`src/rtl/reg_access_arb.sv`:
```
// reg_access_arb: round-robin arbiter giving an I2C slave and a local engine
// four-phase access to a 16-register status bank. Rev 1.0
`default_nettype none

module reg_access_arb #(
  parameter logic [7:0] BASE_ADDR = 8'hA0,
  parameter logic [7:0] TIMEOUT   = 8'd255
) (
  input  logic        SYSCLK,
  input  logic        RESET_N,
  input  logic        I2C_REQ,
  input  logic        I2C_RD_WR,
  input  logic [7:0]  I2C_ADDR,
  input  logic [7:0]  I2C_WDATA,
  output logic        I2C_ACK,
  output logic [7:0]  I2C_RDATA,
  input  logic        LOC_REQ,
  input  logic        LOC_RD_WR,
  input  logic [7:0]  LOC_ADDR,
  input  logic [7:0]  LOC_WDATA,
  output logic        LOC_ACK,
  output logic [7:0]  LOC_RDATA,
  output logic        PORT_CS,
  output logic        RD_WR,
  output logic [15:0] OFFSET_SEL,
  output logic [7:0]  BANK_DIN,
  input  logic [7:0]  BANK_DOUT,
  input  logic        CLR_ERR,
  output logic        BUSY,
  output logic        ERR,
  output logic        GRANT
);

  typedef enum logic [1:0] {
    IDLE     = 2'd0,
    ACCESS   = 2'd1,
    CAPTURE  = 2'd2,
    ACK_WAIT = 2'd3
  } state_t;

  state_t      r_state;
  logic        r_ptr;
  logic        r_rw;
  logic        r_inrange;
  logic [7:0]  r_cnt;
  logic [1:0]  r_blk;

  logic        w_req0;
  logic        w_req1;
  logic        w_sel;
  logic        w_rw;
  logic [7:0]  w_addr;
  logic [7:0]  w_wdata;
  logic        w_inrange;
  logic [3:0]  w_off;
  logic [15:0] w_onehot;
  logic        w_gnt_req;

  // A requester that timed out stays masked until it drops REQ.
  assign w_req0    = I2C_REQ & ~r_blk[0];
  assign w_req1    = LOC_REQ & ~r_blk[1];
  assign w_sel     = (w_req0 & w_req1) ? r_ptr : w_req1;
  assign w_rw      = w_sel ? LOC_RD_WR : I2C_RD_WR;
  assign w_addr    = w_sel ? LOC_ADDR  : I2C_ADDR;
  assign w_wdata   = w_sel ? LOC_WDATA : I2C_WDATA;
  assign w_inrange = (w_addr >= BASE_ADDR) &&
                     ({1'b0, w_addr} <= ({1'b0, BASE_ADDR} + 9'd15));
  assign w_off     = w_addr[3:0] - BASE_ADDR[3:0];
  assign w_onehot  = 16'h0001 << w_off;
  assign w_gnt_req = GRANT ? LOC_REQ : I2C_REQ;
  assign BUSY      = (r_state != IDLE);

  always_ff @(posedge SYSCLK or negedge RESET_N) begin
    if (!RESET_N) begin
      r_state    <= IDLE;
      r_ptr      <= 1'b0;
      r_rw       <= 1'b1;
      r_inrange  <= 1'b0;
      r_cnt      <= 8'h00;
      r_blk      <= 2'b00;
      GRANT      <= 1'b0;
      PORT_CS    <= 1'b0;
      OFFSET_SEL <= 16'h0000;
      RD_WR      <= 1'b1;
      BANK_DIN   <= 8'h00;
      I2C_ACK    <= 1'b0;
      LOC_ACK    <= 1'b0;
      I2C_RDATA  <= 8'h00;
      LOC_RDATA  <= 8'h00;
      ERR        <= 1'b0;
    end else begin
      r_blk      <= r_blk & {LOC_REQ, I2C_REQ};
      PORT_CS    <= 1'b0;
      OFFSET_SEL <= 16'h0000;
      RD_WR      <= 1'b1;
      BANK_DIN   <= 8'h00;
      if (CLR_ERR) ERR <= 1'b0;

      case (r_state)
        IDLE: begin
          r_cnt <= 8'h00;
          if (w_req0 | w_req1) begin
            r_state   <= ACCESS;
            GRANT     <= w_sel;
            r_rw      <= w_rw;
            r_inrange <= w_inrange;
            // Bank strobes are registered here so they are live exactly for the ACCESS cycle.
            if (w_inrange) begin
              PORT_CS    <= 1'b1;
              OFFSET_SEL <= w_onehot;
              RD_WR      <= w_rw;
              BANK_DIN   <= w_rw ? 8'h00 : w_wdata;
            end
          end
        end
        ACCESS: begin
          r_state <= CAPTURE;
          if (!r_inrange) ERR <= 1'b1;
        end
        CAPTURE: begin
          r_state <= ACK_WAIT;
          r_cnt   <= 8'h00;
          if (GRANT) begin
            LOC_ACK <= 1'b1;
            if (!r_inrange)  LOC_RDATA <= 8'hFF;
            else if (r_rw)   LOC_RDATA <= BANK_DOUT;
          end else begin
            I2C_ACK <= 1'b1;
            if (!r_inrange)  I2C_RDATA <= 8'hFF;
            else if (r_rw)   I2C_RDATA <= BANK_DOUT;
          end
        end
        ACK_WAIT: begin
          if (!w_gnt_req) begin
            r_state <= IDLE;
            r_ptr   <= ~GRANT;
            I2C_ACK <= 1'b0;
            LOC_ACK <= 1'b0;
          end else if (r_cnt == (TIMEOUT - 8'd1)) begin
            r_state <= IDLE;
            r_ptr   <= ~GRANT;
            I2C_ACK <= 1'b0;
            LOC_ACK <= 1'b0;
            ERR     <= 1'b1;
            if (GRANT) r_blk[1] <= 1'b1;
            else       r_blk[0] <= 1'b1;
          end else begin
            r_cnt <= r_cnt + 8'd1;
          end
        end
        default: r_state <= IDLE;
      endcase
    end
  end

endmodule

`default_nettype wire

```
`config.mk`:
```
export PLATFORM = sky130hd
export DESIGN_NAME = reg_access_arb
export DESIGN_NICKNAME = d
export VERILOG_FILES = /design/src/rtl/reg_access_arb.sv
export SDC_FILE = /design/constraint.sdc
export NUM_CORES = 1
export LEC_CHECK = 0
export CORE_ASPECT_RATIO = 1.4
export CORE_MARGIN = 8
export CORE_UTILIZATION = 40
export DETAILED_ROUTE_END_ITERATION = 7
export PLACE_DENSITY_LB_ADDON = 0.05
export SLEW_MARGIN = 30
export SYNTH_ARGS = -nofsm -noshare
export SYNTH_HDL_FRONTEND = slang
export SYNTH_SLANG_ARGS = --single-unit
```
`constraint.sdc`:
```
create_clock -name SYSCLK -period 5.16 [get_ports SYSCLK]
set_input_delay 1.032 -clock SYSCLK [delete_from_list [all_inputs] [get_ports SYSCLK]]
set_output_delay 1.032 -clock SYSCLK [all_outputs]
set_load 0.005 [all_outputs]
```
## Yosys cells after proc, flatten, opt, wreduce, memory -nomap -nowiden

Index checks and enable logic that the tools add are counted.

- Register bits after elaboration: 61
- Latch bits: 0
- Bits in writable memories: 0
- ROM bits: 0
- Bits of input ports: 47
- Memories: 0

- Add/sub/neg operators: 1
- $mul: 0
- Div/mod/pow operators: 0
- Magnitude comparators: 2
- Eq/ne operators: 12
- Shift-type cells: 1
- Multiplexer cells: 45
- Bitwise gates (word level): 8
- Reductions and logical operators: 14

Operators by type and width:

| kind | count |
|---|---|
| 8-bit two-way mux | 10 |
| 16-bit two-way mux | 3 |
| 1-bit two-way mux | 21 |
| 8-bit one-hot mux with 2 select lines | 1 |
| 1-bit by 4-bit left shift with 16-bit output (first input constant) | 1 |
| 3-bit AND reduction | 5 |
| 2-bit two-way mux | 6 |
| 2-bit inequality test (second input constant) | 6 |
| 8-bit by 1-bit adder with 8-bit output (second input constant) | 1 |
| 8-bit equality test (second input constant) | 1 |
| 8-bit greater-or-equal comparator (second input constant) | 1 |
| 8-bit <= comparator (second input constant) | 1 |
| 2-bit one-hot mux with 4 select lines | 1 |
| 1-bit one-hot mux with 2 select lines | 3 |
| 2-bit AND reduction | 3 |
| 2-bit nonzero test | 3 |
| 2-bit equality test (second input constant) | 2 |
| 1-bit bitwise AND | 3 |
| 3-bit inequality test (second input constant) | 1 |
| 1-bit NOT | 3 |
| 2-bit bitwise AND | 1 |
| 2-bit by 1-bit equality test with 1-bit output (second input constant) | 1 |
| 2-bit zero test | 1 |
| 2-bit by 1-bit inequality test with 1-bit output (second input constant) | 1 |
| 3 further kinds | 3 |

## Logic depth before layout (Yosys ltp)

Gate-level depths: netlist (run 1).

- Depth in word-level cells: 10
- Mapped depth: 7
- Mapped depth without buffers: 6

## Worst setup path before layout (run 1)

No wires, ideal clock.

- Path kind: input port to flip-flop
- Start point: in I2C_REQ
- End point: reg r_state[1]
- Setup time: 0.125 ns
- Arrival: 2.009 ns
- Data required time: 5.035 ns
- Path slack: 3.026 ns
- Cell stages on the path: 4
- Buffers on the path: 0
- Path through: mux2_4 > o211a_1 > a31oi_1 > mux2_2

- Longest elaborated chain between the ends: 4
- Elaborated cells between the ends (all ways): 8
- Those cells by class: eq/ne (2); mux (3); bitwise (2); reduce/logical (1)

Ends and longest elaborated chain:

| element | line | source |
|---|---|---|
| start: declaration | 11 | `input logic I2C_REQ,` |
| 1-bit bitwise AND | 60 | `assign w_req0 = I2C_REQ & ~r_blk[0];` |
| 1-bit OR | 102 | `if (w_req0 \| w_req1) begin` |
| 2-bit inequality test (no source line) | -- |  |
| 2-bit AND reduction (no source line) | -- |  |
| end signal: assignment | 75 | `r_state <= IDLE;` |
| end signal: assignment | 103 | `r_state <= ACCESS;` |
| end signal: assignment | 117 | `r_state <= CAPTURE;` |
| end: declaration | 41 | `state_t r_state;` |

Parallel ways exist; a longest one is shown, timed or not.
A chain may end at the register's enable or synchronous reset.

## Worst setup path after layout (run 1)

- Start point: reg r_state[0]
- End point: out BUSY

- Longest elaborated chain between the ends: 1

Ends and longest elaborated chain:

| element | line | source |
|---|---|---|
| 2-bit nonzero test | 71 | `assign BUSY = (r_state != IDLE);` |
| end: declaration | 29 | `output logic BUSY,` |

Every way passes these cells.

==> impl_metrics.ini, run 1 <==
[cts]
cts_hold_buffers = 0
cts_tree = done
cts_root_buf = clkbuf_8
cts_setup_buffers = 0
clk_latency_ns = 0.34
htree_num_levels = 3
cts_buffers = 9
cts_resized = 0
clk_pin_slew_ns = 0.06
clk_path_buf_depth = 2
cts_sinks = 61

[sta]
fmax_ghz = 0.3629
fin_ws_ns = 2.404
skew_ns = 0.005224
hold_ws_ns = 0.4926
tightest_slew_ns = 0.7461
rsz0062_at_grt = no
finalSetupTns_ns = 0
drv_slew = 0
period_share = 0.5341
setup_viol = 0
hold_viol = 0
slew_headroom = 0.5026
layout_min_cycle_time_ns = 2.756

[synth]
synth_top_cells_by_area = dfrtp_1 52%, nand2_1 4.1%, a31oi_1 3.7%, o22ai_1 2.9%, a21oi_1 2.6%
ys_ff_latch = 61
synth_xor_area_frac = 0
synth_nets = 321
yosysSeqAreaShare = 0.5388
synth-compound-area-share = 0.1878
yosysTopAreaCell = dfrtp_1
synth_edf_count = 0
yosysTopAreaCellShare = 0.5203
synthMuxAreaShare = 0.02469
ys_types = 54
synth_warnings = 0
synthArstFlopShare = 1.000
synth-main-ff-cell = dfrtp_1
synthAdderAreaFrac = 0.02646
mappedNetlistArea_mm2 = 0.002838
syn_area_per_cell_um2 = 10.59
yosys.area_share.simple = 0.1812
synth_top_family_by_area = compound AO/OA/AOI/OAI gates
synth_cells = 268

[power_and_ir_drop]
p_per_area_mw_per_mm2 = 388.7
peakVddDrop_uv = 186.2
intPower_w = 0.001086
swShare = 0.3111
p_comb_frac = 0.313
clkPwrFrac = 0.286
switchingPower_w = 0.0004903
seqPwrFrac = 0.400
p_leak_nw = 1.697

[setup_path]
critPathKind = flop to output port
arrival_ns = 1.72
cpMostUsedCell = inv_1
cp_max_fo = 4
critPathMaxStageDelay_ns = 0.54
cp_cell_sequence = inv_1, ha_1, inv_1, clkdlybuf4s50_1
cp-end-kind = output port
cp_slowest_cell = clkdlybuf4s50_1
cpLargestDelayFamily = buffers and inverters
required_ns = 4.13
startpoint_type = flop
path_buf_inv = 3
rrSetupSlack_ns = 3.26

[global_route]
grt_pass1_vias = 2504
track_usage = 0.1554
grt_max_degree = 62
grt_pass1_wl_mm = 12.16
globalRouteOverflowTotal = 0
antenna_found_initial = 0

[layout]
layout-drive-gt1-share = 0.1027
syn_to_final_growth_pct = 42.90
multi_input_area_mm2 = 0.001192
n_antenna_cell = 0
fin_nets = 418
layoutNonFillerInstCount = 465
regArea_mm2 = 0.001529
fill_cells = 627
design_area_mm2 = 0.004055

[die]
io_pins = 94
die_width_um = 87.19
row_count = 36
dieArea_mm2 = 0.01008
core_mm2 = 0.006937
start_util = 0.4091
die_h_um = 115.7

[routing]
wl_per_cell_um = 15.92
ant_nets = 0
drc_errors = 0
via_per_inst = 5.170
num_vias = 2404
routed_wl_mm = 7.403
drt_iter0_drc = 102
dr.pass1.iters = 4

[placement]
dp_hpwl_mm = 5.565
port_buffers = 93
dpl.cell_count = 449
gp_congestion = 0.8695
placed_cell_area_mm2 = 0.003849
place_ws_ns = 2.387

[outcome]
status = finished clean

[min_path]
min_path_type = flop to flop

[flow_run]
cap_viol_max_count = 0
[power by group through the flow]
stage               clock network, W  logic, W  registers [W]
finish                      0.000451  0.000494       0.000631
global route                0.000481  0.000551       0.000645
CTS                         0.000461  0.000502       0.000632
detailed placement                 0  0.000500       0.000641
global placement                   0  0.000492       0.000638
floorplan                          0  0.000296       0.000618
[stage by stage]
step / utilization / total power (W)
2_1_floorplan: - / 0.0009138
3_3_place_gp: 0.5548 / 0.001129
3_5_place_dp: 0.5548 / 0.001141
4_1_cts: 0.5846 / 0.001594
5_1_grt: 0.5846 / 0.001677
6_report: 0.5846 / 0.001576
[routing by layer]
metal / GRT usage / routed length (um)
met1: 0.1759 / 2982
met2: 0.2560 / 3765
met3: 0.05607 / 558
met4: 0.06912 / 97
met5: 0 / 0
[worst paths after layout]
kind                                         from                     to  cells after the start
max                        r_state[0]$_DFFE_PN0P_                   BUSY                      4
max in group asynchronous                 RESET_N  BANK_DIN[2]$_DFF_PN0_                      2
min reg2reg                      r_rw$_DFFE_PN1P_       r_rw$_DFFE_PN1P_                      2
min                              r_rw$_DFFE_PN1P_       r_rw$_DFFE_PN1P_                      2
max reg2reg                r_state[0]$_DFFE_PN0P_   r_cnt[4]$_DFFE_PN0P_                      5
min in group asynchronous                 RESET_N   r_cnt[3]$_DFFE_PN0P_                      2
[cell families (layout without fill, tap and decap cells)]
kind of cell             count (synthesis)  after routing
AND/OR/NAND/NOR                         91             91
adder cells (fa/ha/maj)                  6              6
flip-flops                              61             61
AO/OA/AOI/OAI                           76             76
multiplexers                             6              6
buffers and inverters                   28            130
[synthesized netlist by cell type (all sizes together) (3+ instances only)]
| master | number |
|---|---|
| nand2b | 6 |
| or4 | 3 |
| nand3 | 3 |
| o22ai | 14 |
| nand4b | 4 |
| a31oi | 17 |
| o21ai | 6 |
| nand4 | 6 |
| mux2 | 5 |
| a32o | 4 |
| buf | 4 |
| dfrtp | 59 |
| inv | 20 |
| ha | 6 |
| nor2 | 20 |
| clkbuf | 4 |
| nand2 | 32 |
| nor3 | 3 |
| a21oi | 15 |
[sequential cells by signal, summed over array words and instances, names as in the netlist, 2 cells and up]
register / cells
LOC_RDATA: 8
r_state: 2
OFFSET_SEL: 16
r_blk: 2
BANK_DIN: 8
r_cnt: 8
I2C_RDATA: 8
[cell usage in the layout, fill, tap and decap left out, types with 5 or more instances in the layout]
cell type	netlist	final
o21ai_0	6	6
ha_1	6	6
clkbuf_8	0	9
nand2b_1	6	6
nand4_1	5	5
inv_1	20	20
dfrtp_1	59	59
nor2_1	20	20
o22ai_1	13	13
nand2_1	31	31
a31oi_1	17	17
a21oi_1	15	15
clkdlybuf4s50_1	0	92
[layout make-up]
class / instances / area share
flip-flops and latches: 61 / 0.3770
multi-input cells: 179 / 0.2940
repair buffers: 94 / 0.2302
clock buffers: 11 / 0.03240
well taps: 95 / 0.02931
clock inverters: 5 / 0.01851
inverters: 20 / 0.01851
[worst reg2reg max path, delay by kind of cell, from the launching register on]
| kind | cells | cell delay, ns |
|---|---|---|
| compound gates | 3 | 0.71 |
| fa+ha+maj | 1 | 0.40 |
| flops | 1 | 0.40 |
| simple gates | 1 | 0.29 |
Note: power is estimated with default switching activity, not from simulation.
==> inputs of run 2 (changes only) <==
clock period = 2.5 ns   (was 5.16 ns; I/O delays follow)
==> run 2 against run 1 <==
Die area unchanged. Largest cell class unchanged. Cell count increased by 0.43%. Worst setup slack got worse by 2.1 ns. Critical path depth unchanged. Clock power increased by 120%. First-iteration DRC count decreased by 9.8%. Total power increased by 110%.
==> impl_metrics.ini, run 2 (synthesis gave the netlist of run 1 again) <==
[global_route]
globalRouteOverflowTotal = 0
track_usage = 0.1558
grt_pass1_vias = 2560
antenna_found_initial = 0
grt_max_degree = 62
grt_pass1_wl_mm = 12.34

[routing]
drt_iter0_drc = 92
dr.pass1.iters = 4
routed_wl_mm = 7.301
drc_errors = 0
num_vias = 2412
wl_per_cell_um = 15.63
dr.max_layer_used = met4
via_per_inst = 5.165
route.met3.wl_um = 629
wl_met2_mm = 3.655
ant_nets = 0
wl_met1_mm = 2.933

[layout]
syn_to_final_growth_pct = 44.09
fin_nets = 420
final_common_cell = clkdlybuf4s50_1
registers.top_by_ff_count = OFFSET_SEL
n_antenna_cell = 0
layout-drive-gt1-share = 0.1102
final_cell_mix = 92 x clkdlybuf4s50_1, 59 x dfrtp_1, 31 x nand2_1, 20 x inv_1, 20 x nor2_1
largest_register_ffs = 16

[sta]
finalSetupTns_ns = 0
slew_headroom = 0.4814
setup_viol = 0
layout_min_cycle_time_ns = 2.208
tightest_slew_ns = 0.7780
skew_ns = 0.01268
rsz0062_at_grt = no
hold_viol = 0
fin_ws_ns = 0.2923
period_share = 0.8831
drv_slew = 0
fmax_ghz = 0.4530

[setup_path]
startpoint_type = flop
critPathKind = flop to output port
required_ns = 2.00
cp-end-kind = output port
cp_max_fo = 4
arrival_ns = 1.71

[die]
start_util = 0.4091
die_h_um = 115.7
io_pins = 94
die_width_um = 87.19
dieArea_mm2 = 0.01008
core_mm2 = 0.006937
row_count = 36

[power_and_ir_drop]
p_leak_nw = 1.706
peakVddDrop_uv = 359.4
p_per_area_mw_per_mm2 = 810.8
power.total_w = 0.003315

[cts]
cts_sinks = 61
cts_root_buf = clkbuf_8
clk_latency_ns = 0.33
cts_buffers = 9
clk_pin_slew_ns = 0.07
cts_hold_buffers = 0
cts_resized = 0
clk_path_buf_depth = 2
cts_tree = done
htree_num_levels = 3
cts_setup_buffers = 0

[outcome]
status = finished clean

[placement]
gp_congestion = 0.8764
dp_hpwl_mm = 5.518
port_buffers = 93
place_ws_ns = 0.2526

[flow_run]
cap_viol_max_count = 0

[min_path]
min_path_type = input pin to asynchronous set/reset pin
==> run 2: changes by cell type in the layout (fill, tap and decap cells not counted), sizes merged <==
cell,previous run,this run
clkinv,3,1
clkinvlp,0,2
buf,2,4
==> run 2: path summary, 6_finish.rpt <==
| kind | from | end | slack (ns) | cells past startpoint |
|---|---|---|---|---|
| worst max register to register | r_state[1]$_DFFE_PN0P_ | r_cnt[4]$_DFFE_PN0P_ | 0.57 | 5 |
| min in group SYSCLK | r_rw$_DFFE_PN1P_ | r_rw$_DFFE_PN1P_ | 0.49 | 2 |
| worst min-delay path | RESET_N | r_cnt[3]$_DFFE_PN0P_ | 0.31 | 2 |
| worst max-delay path | r_state[0]$_DFFE_PN0P_ | BUSY | 0.29 | 4 |
| max in group asynchronous | RESET_N | OFFSET_SEL[9]$_DFF_PN0_ | 1.65 | 2 |
| worst min register to register | r_rw$_DFFE_PN1P_ | r_rw$_DFFE_PN1P_ | 0.49 | 2 |
==> run 2: layout make-up <==
| type | count | area (um^2) |
|---|---|---|
| well taps | 95 | 118.9 |
| clock inverters | 5 | 83.83 |
| flip-flops and latches | 61 | 1529 |
| multi-input cells | 179 | 1192 |
| inverters | 20 | 75.07 |
| clock buffers | 11 | 141.4 |
| fillers | 634 | 2848 |
| repair buffers | 96 | 948.4 |
==> run 2: critical path, stage by stage, from the launching register on <==
cell and delay, ns:
dfrtp_1 0.40, inv_1 0.08, ha_1 0.23, inv_1 0.13
clkdlybuf4s50_1 0.54
==> run 2: report_power, final <==
| group | switching (W) | leakage [nW] | internal, W | total [W] |
|---|---|---|---|---|
| clock | 0.000392 | 0.106 | 0.000590 | 0.000982 |
| sequential | 0.000127 | 0.748 | 0.00115 | 0.00128 |
| combinational | 0.000508 | 0.853 | 0.000545 | 0.00105 |
| total | 0.00103 | 1.71 | 0.00229 | 0.00332 |
==> run 2: per-layer routing <==
metal / track usage / vias up
li1: - / 1183
met1: 0.1762 / 1147
met2: 0.2570 / 75
met3: 0.06884 / 7
met4: 0.04839 / 0
met5: 0 / -
==> run 2: through the flow <==
| stage | cell area [um^2] | hold WS, ns | cells | util |
|---|---|---|---|---|
| 6_report | 4089 | 0.3080 | 467 | 0.5895 |
| 3_3_place_gp | 3864 | 0.4664 | 451 | 0.5570 |
| 5_1_grt | 4089 | 0.3910 | 467 | 0.5895 |
| 2_1_floorplan | 2838 | 0.2044 | 268 | - |
| 4_1_cts | 4089 | 0.3568 | 467 | 0.5895 |
| 3_5_place_dp | 3864 | 0.4885 | 451 | 0.5570 |
